$ cat config.mk
export PLATFORM = sky130hd
export DESIGN_NAME = fifo_drain_ctrl
export DESIGN_NICKNAME = d
export VERILOG_FILES = /design/src/rtl/fifo_drain_pkg.sv /design/src/rtl/fifo_drain_ctrl.sv
export SDC_FILE = /design/constraint.sdc
export NUM_CORES = 1
export LEC_CHECK = 0
export ABC_AREA = 1
export ABC_CLOCK_PERIOD_IN_PS = 1300
export BUFFER_PORTS_ARGS = -buffer_cell sky130_fd_sc_hd__buf_4
export CORE_MARGIN = 2
export CORE_UTILIZATION = 32
export CTS_CLUSTER_DIAMETER = 200
export CTS_CLUSTER_SIZE = 40
export DETAILED_ROUTE_END_ITERATION = 8
export PLACE_DENSITY = 0.53
export REMOVE_ABC_BUFFERS = 1
export SLEW_MARGIN = 0
export SYNTH_ARGS = -nofsm -noshare
export SYNTH_HDL_FRONTEND = slang
export SYNTH_SLANG_ARGS = --single-unit
$ cat constraint.sdc
create_clock -name rclk -period 1.3 [get_ports rclk]
set_clock_uncertainty 0.05 [all_clocks]
set_input_delay 0 -clock rclk [delete_from_list [all_inputs] [get_ports rclk]]
set_output_delay 0 -clock rclk [all_outputs]
set_load 0.02 [all_outputs]
$ cat src/rtl/fifo_drain_pkg.sv
// fifo_drain_pkg: shared types and defaults for the FIFO drain controller.
// State encodings and default widths used by the drain block and its bench.
package fifo_drain_pkg;

  localparam int DATA_W_DEF = 8;
  localparam int CNT_W_DEF  = 8;

  typedef enum logic [1:0] {
    IDLE      = 2'd0,
    LOAD      = 2'd1,
    WAIT_ACK  = 2'd2,
    WAIT_DONE = 2'd3
  } drain_state_e;

endpackage

$ cat src/rtl/fifo_drain_ctrl.sv
// fifo_drain_ctrl: pops FIFO words and hands them to a serializer.
// One word in flight; busy-high then busy-low completes a transfer.
module fifo_drain_ctrl
  import fifo_drain_pkg::*;
#(
  parameter int DATA_WIDTH = DATA_W_DEF,
  parameter int CNT_WIDTH  = CNT_W_DEF
) (
  input  logic                  rclk,
  input  logic                  rrst_n,
  input  logic                  en,
  input  logic                  rempty,
  input  logic [DATA_WIDTH-1:0] rdata,
  input  logic                  tx_busy,
  output logic                  rinc,
  output logic [DATA_WIDTH-1:0] tx_data,
  output logic                  tx_valid,
  output logic [CNT_WIDTH-1:0]  sent_cnt,
  output logic                  idle
);

  drain_state_e state_q;
  drain_state_e state_d;
  logic         armed_q;
  logic         done;

  assign done = (state_q == WAIT_DONE) && !tx_busy;
  assign idle = (state_q == IDLE);

  // Next-state decode; armed_q keeps the first edge after reset from loading.
  always_comb begin
    state_d = state_q;
    unique case (state_q)
      IDLE: begin
        if (armed_q && en && !rempty)
          state_d = LOAD;
      end
      LOAD: begin
        state_d = WAIT_ACK;
      end
      WAIT_ACK: begin
        if (tx_busy)
          state_d = WAIT_DONE;
      end
      WAIT_DONE: begin
        if (!tx_busy)
          state_d = IDLE;
      end
      default: begin
        state_d = IDLE;
      end
    endcase
  end

  // State, registered strobes, captured word and completed-transfer count.
  always_ff @(posedge rclk or negedge rrst_n) begin
    if (!rrst_n) begin
      state_q  <= IDLE;
      armed_q  <= 1'b0;
      rinc     <= 1'b0;
      tx_valid <= 1'b0;
      tx_data  <= '0;
      sent_cnt <= '0;
    end else begin
      state_q  <= state_d;
      armed_q  <= 1'b1;
      rinc     <= (state_d == LOAD);
      tx_valid <= (state_d == WAIT_ACK);
      if (state_q == LOAD)
        tx_data <= rdata;
      if (done)
        sent_cnt <= sent_cnt + CNT_WIDTH'(1);
    end
  end

endmodule

==> results.toml, run 1 <==
[outcome]
outcome = "completed"

[synthesis]
yosys_warnings = 0
yosysTopAreaCell = "dfrtp_1"
yosysTopAreaCellShare = 0.581
synth_area_um2 = 905
synth_area_leaders = "dfrtp_1, nand2_1, nand3_1, inv_1, nor2_1"
synth_cells = 105
avgSynthCellArea_um2 = 8.62
seq_area_frac_synth = 0.581
ys_types = 15
ys_ff_latch = 21

[run]
max_cap_violations = 0

[route]
drt-pass1-iter-count = 4
routed_wl_um = 2090
drc = 0
drt_iter0_markers = 18
wl_per_cell_um = 11.2
vias = 834
ant_nets = 0
vias_per_cell = 4.46

[grt]
grt_use_total = 0.139
grt_pass1_wl_um = 3600
grt_max_degree = 22
first_global_vias = 816
grt-ovfl-total = 0
antenna_found_initial = 0

[critical_path]
crit_required_ns = 1.45
path_cells = "ha_1, nand3_1, nor2_2, nand3_1, nand2_1, inv_1"
cp_max_fo = 4
cp-start-kind = "flop"
arrival_ns = 1.37
crit_type = "flop to flop"
end_kind = "flop"
slowest_stage = "dfrtp_1"
crit_family = "flip-flops"
path_buf_inv = 1
cpPeakStageDelay_ns = 0.42
path_common_cell = "nand3_1"

[finish]
area_growth_syn_to_layout_pct = 50.5
diodes = 0
post-route-util = 0.502
nets = 171
drive_gt1_frac = 0.282
fin_cells = 187
final_cell_mix = "buf_4, nand2_1, dfrtp_1, nand3_1, inv_1"
final_common_cell = "buf_4"

[floorplan]
coreArea_um2 = 2710
row_count = 19
start_util = 0.334
dieWidth_um = 57.2
die_y_um = 57.2
io_pins = 32
die-area_um2 = 3270

[pwr]
p_leak_nw = 0.735
swShare = 0.408
comb_power_share = 0.474
ir_worst_vdd_mv = 1.24
p_int_mw = 1.55
p_seq_frac = 0.409
switchingPower_mw = 1.07
clock_power_share = 0.117
power_density_nw_per_um2 = 1930

[clock_network]
path_clk_slew_ns = 0.12
clock-sinks = 21
cts_tree = "yes"
cts-root-buf = "clkbuf_4"
worstSkewPairLatency_ns = 0.30
cts_made_buffers = 3
htreeDepth = 1
cts_buffer_depth = 2

[placement]
dp_hpwl_um = 1400
portBuffers = 31
numPlacedInstances = 169
routabilityCongestion = 0.713

[timing]
setup_tns_ns = 0
max_freq_mhz = 817
drv_slew = 0
setup_viol_count_final = 0
period_share = 0.941
grt_setup_unrepaired = "yes"
hold_viol = 0
final.min_clock_period_ns = 1.22

[min_path]
hold_path_class = "input pin to asynchronous set/reset pin"
[sequential cells by signal, indices dropped and copies added (netlist names)]
register	cells
tx_data	8
tx_valid	1
state_q	2
rinc	1
armed_q	1
sent_cnt	8
[power groups by stage]
| stage | registers [mW] | clock network [mW] | logic [mW] |
|---|---|---|---|
| after floorplan | 1.34 | 0 | 0.372 |
| after global placement | 1.08 | 0 | 1.16 |
| after detailed placement | 1.09 | 0 | 1.17 |
| after CTS | 1.07 | 0.325 | 1.25 |
| after global routing | 1.12 | 0.360 | 1.37 |
| final | 1.07 | 0.308 | 1.24 |
[cell usage after synthesis]
master / count
conb_1: 1
or2_2: 1
dfrtp_1: 21
nor2_2: 1
xnor2_1: 1
xor2_1: 3
nand2_1: 35
clkinv_1: 1
nand3_1: 17
nand3b_1: 1
buf_4: 1
o21ai_1: 1
nor2_1: 7
ha_1: 1
inv_1: 13
[cells by family after synthesis]
group           Yosys count  synth area share
simple gates             62             0.290
flops                    21             0.581
buf+inv                  15            0.0664
xor+xnor                  4            0.0387
compound gates            1           0.00553
fa+ha+maj                 1            0.0138
other cells               1           0.00415
[worst paths after layout]
path                                         startpoint                 endpoint  slack, ns  cells past startpoint
worst max-delay path            sent_cnt[0]$_DFFE_PN0P_  sent_cnt[6]$_DFFE_PN0P_       0.08                      6
worst min-delay path                             rrst_n       tx_valid$_DFF_PN0_       0.05                      2
worst max register to register  sent_cnt[0]$_DFFE_PN0P_  sent_cnt[6]$_DFFE_PN0P_       0.08                      6
worst min register to register   tx_data[3]$_DFFE_PN0N_   tx_data[3]$_DFFE_PN0N_       0.44                      2
max in group asynchronous                        rrst_n  sent_cnt[7]$_DFFE_PN0P_       0.92                      2
min in group rclk                              rdata[0]   tx_data[0]$_DFFE_PN0N_       0.43                      4
[what timing repair did]
action | CTS | global route
buffers inserted | 2 | 0
hold buffers | 12 | 0
setup endpoints to repair | 1 | 4
resized for setup | 0 | 4
hold endpoints to repair | 34 | 0
[area by class of cell]
class	count	area, um^2
clock buffer	4	26.3
fill	279	1350
inverter	14	52.6
multi-input combinational	69	327
sequential	21	527
tap	31	38.8
timing repair buffer	48	390
[per-stage QoR]
step / power [mW] / area (um^2) / hold slack (ns) / setup slack (ns)
after floorplan: 1.71 / 897 / -0.346 / 0.0140
after global placement: 2.25 / 1190 / -0.148 / 0.119
after detailed placement: 2.26 / 1190 / -0.146 / 0.0587
after CTS: 2.64 / 1350 / 0.0584 / 0.0137
after global routing: 2.85 / 1360 / 0.0618 / -0.0337
final: 2.63 / 1360 / 0.0492 / 0.0767
[per-layer routing]
metal,track usage,vias to the layer above,share of wire
li1,-,424,-
met1,0.177,384,0.45
met2,0.235,24,0.48
met3,0.0272,2,0.056
met4,0.0532,0,0.0062
met5,0,-,0
Note: power is estimated with default switching activity, not from simulation.
==> inputs of run 2 (changes only) <==
--- a/constraint.sdc
+++ b/constraint.sdc
@@ -4,2 +4,2 @@
 set_output_delay 0 -clock rclk [all_outputs]
-set_load 0.02 [all_outputs]
+set_load 0.05 [all_outputs]
==> run 2 against run 1 <==
  * Maximum frequency is 1.4% lower
  * Combinational power is 44% higher
  * Die area is the same
  * Final area is 0.83% higher
  * Via count shrank 0.48%
  * Routed wire length down 0.96%
  * Register-to-register slack about the same
  * Cell count up 0.53%
  * Setup slack worse by 0.017 ns
  * Utilization grew 0.42 points
  * Sequential power about the same
  * Highest routed layer unchanged
==> results.toml, run 2 (synthesis gave the netlist of run 1 again) <==
[outcome]
outcome = "completed"

[pwr]
switchingPower_mw = 1.59
power_density_nw_per_um2 = 2310
p_leak_nw = 0.741
p_int_mw = 1.59
clock_power_share = 0.098
swShare = 0.499
comb_power_share = 0.565
ir_worst_vdd_mv = 1.43
p_seq_frac = 0.337

[timing]
hold_viol = 0
setup_tns_ns = 0
grt_setup_unrepaired = "yes"
period_share = 0.954
whs_ns = 0.0478
drv_slew = 0
max_freq_mhz = 806
setup_viol_count_final = 0
final.min_clock_period_ns = 1.24

[grt]
grt_max_degree = 22
antenna_found_initial = 0
grt_use_total = 0.140
grt_pass1_wl_um = 3610
grt-ovfl-total = 0
first_global_vias = 816

[critical_path]
path_cells = "or2_4, inv_1, buf_6"
end_kind = "output port"
arrival_ns = 1.19
crit_required_ns = 1.25
crit_family = "flip-flops"
slowest_stage = "dfrtp_1"
path_buf_inv = 2
cp-start-kind = "flop"
cpPeakStageDelay_ns = 0.40
crit_type = "flop to output port"
cp_max_fo = 4

[placement]
portBuffers = 31
routabilityCongestion = 0.713
dp_hpwl_um = 1400
dpl_cell_area_um2 = 1190

[clock_network]
htreeDepth = 1
cts_made_buffers = 3
cts-root-buf = "clkbuf_4"
worstSkewPairLatency_ns = 0.30
path_clk_slew_ns = 0.12
clock-sinks = 21
cts_tree = "yes"
cts_buffer_depth = 2

[route]
drc = 0
routed_wl_um = 2070
vias = 830
drt_iter0_markers = 10
wl_per_cell_um = 11.0
ant_nets = 0
drt-pass1-iter-count = 4
vias_per_cell = 4.41

[floorplan]
die-area_um2 = 3270
coreArea_um2 = 2710
start_util = 0.334
die_y_um = 57.2
dieWidth_um = 57.2
io_pins = 32
row_count = 19

[finish]
final_common_cell = "buf_4"
drive_gt1_frac = 0.287
diodes = 0
reg_top3 = "sent_cnt (8), tx_data (8), state_q (2)"
fin_area_um2 = 1370
final_cell_mix = "buf_4, nand2_1, dfrtp_1, nand3_1, inv_1"
nets = 172
area_growth_syn_to_layout_pct = 51.7

[min_path]
hold_path_class = "input pin to asynchronous set/reset pin"

[run]
max_cap_violations = 0
==> run 2: changes by cell type in the layout (fill, tap and decap cells not counted) <==
cell,change
buf_6,+1
==> run 2: timing repair <==
item                                    4_1_cts  5_1_grt
gates resized for setup                       2        3
buffers inserted                              2        1
hold endpoints to repair                     34        0
endpoints found under the setup margin        1        3
gates cloned                                  0        0
hold buffers                                 12        0
==> run 2: path summary, 6_finish.rpt <==
kind,startpoint,endpoint,slack (ns),cells past startpoint
worst max-delay path,state_q[1]$_DFF_PN0_,idle,0.06,3
min in group rclk,rdata[0],tx_data[0]$_DFFE_PN0N_,0.43,4
worst min register to register,tx_data[3]$_DFFE_PN0N_,tx_data[3]$_DFFE_PN0N_,0.44,2
max in group asynchronous,rrst_n,sent_cnt[7]$_DFFE_PN0P_,0.92,2
worst min-delay path,rrst_n,tx_valid$_DFF_PN0_,0.05,2
worst max register to register,sent_cnt[0]$_DFFE_PN0P_,sent_cnt[6]$_DFFE_PN0P_,0.08,6
==> run 2: layout make-up <==
type                    instances  area [um^2]
inverters                      14         52.6
fillers                       280         1340
clock buffers                   4         26.3
multi-input cells              69          327
repair buffers                 49          402
well taps                      31         38.8
flip-flops and latches         21          527
==> run 2: metrics by stage <==
| stage | instances | power, mW | utilization | setup slack [ns] |
|---|---|---|---|---|
| 2_1_floorplan | 104 | 2.21 | - | -0.237 |
| 3_3_place_gp | 169 | 2.76 | 0.440 | 0.119 |
| 3_5_place_dp | 169 | 2.77 | 0.440 | 0.0587 |
| 4_1_cts | 187 | 3.17 | 0.501 | 0.0233 |
| 5_1_grt | 188 | 3.39 | 0.506 | -0.00535 |
| 6_report | 188 | 3.17 | 0.506 | 0.0598 |
==> run 2: power by group through the flow <==
stage               clock network [mW]  logic [mW]  registers (mW)
floorplan                            0       0.398            1.81
global placement                     0        1.68            1.08
detailed placement                   0        1.69            1.09
CTS                              0.325        1.78            1.06
global route                     0.360        1.92            1.11
finish                           0.311        1.79            1.07
==> run 2: routing by layer <==
metal	track usage	vias to the layer above	part of all wire
li1	-	427	-
met1	0.178	377	0.46
met2	0.235	24	0.47
met3	0.0272	2	0.056
met4	0.0532	0	0.0058
met5	0	-	0
==> run 2: worst register-to-register path, delay by kind of cell, from the launching register on <==
family        cells  cell delay [ns]
flops             1             0.42
simple gates      4             0.41
fa+ha+maj         1             0.20
buf+inv           1             0.03
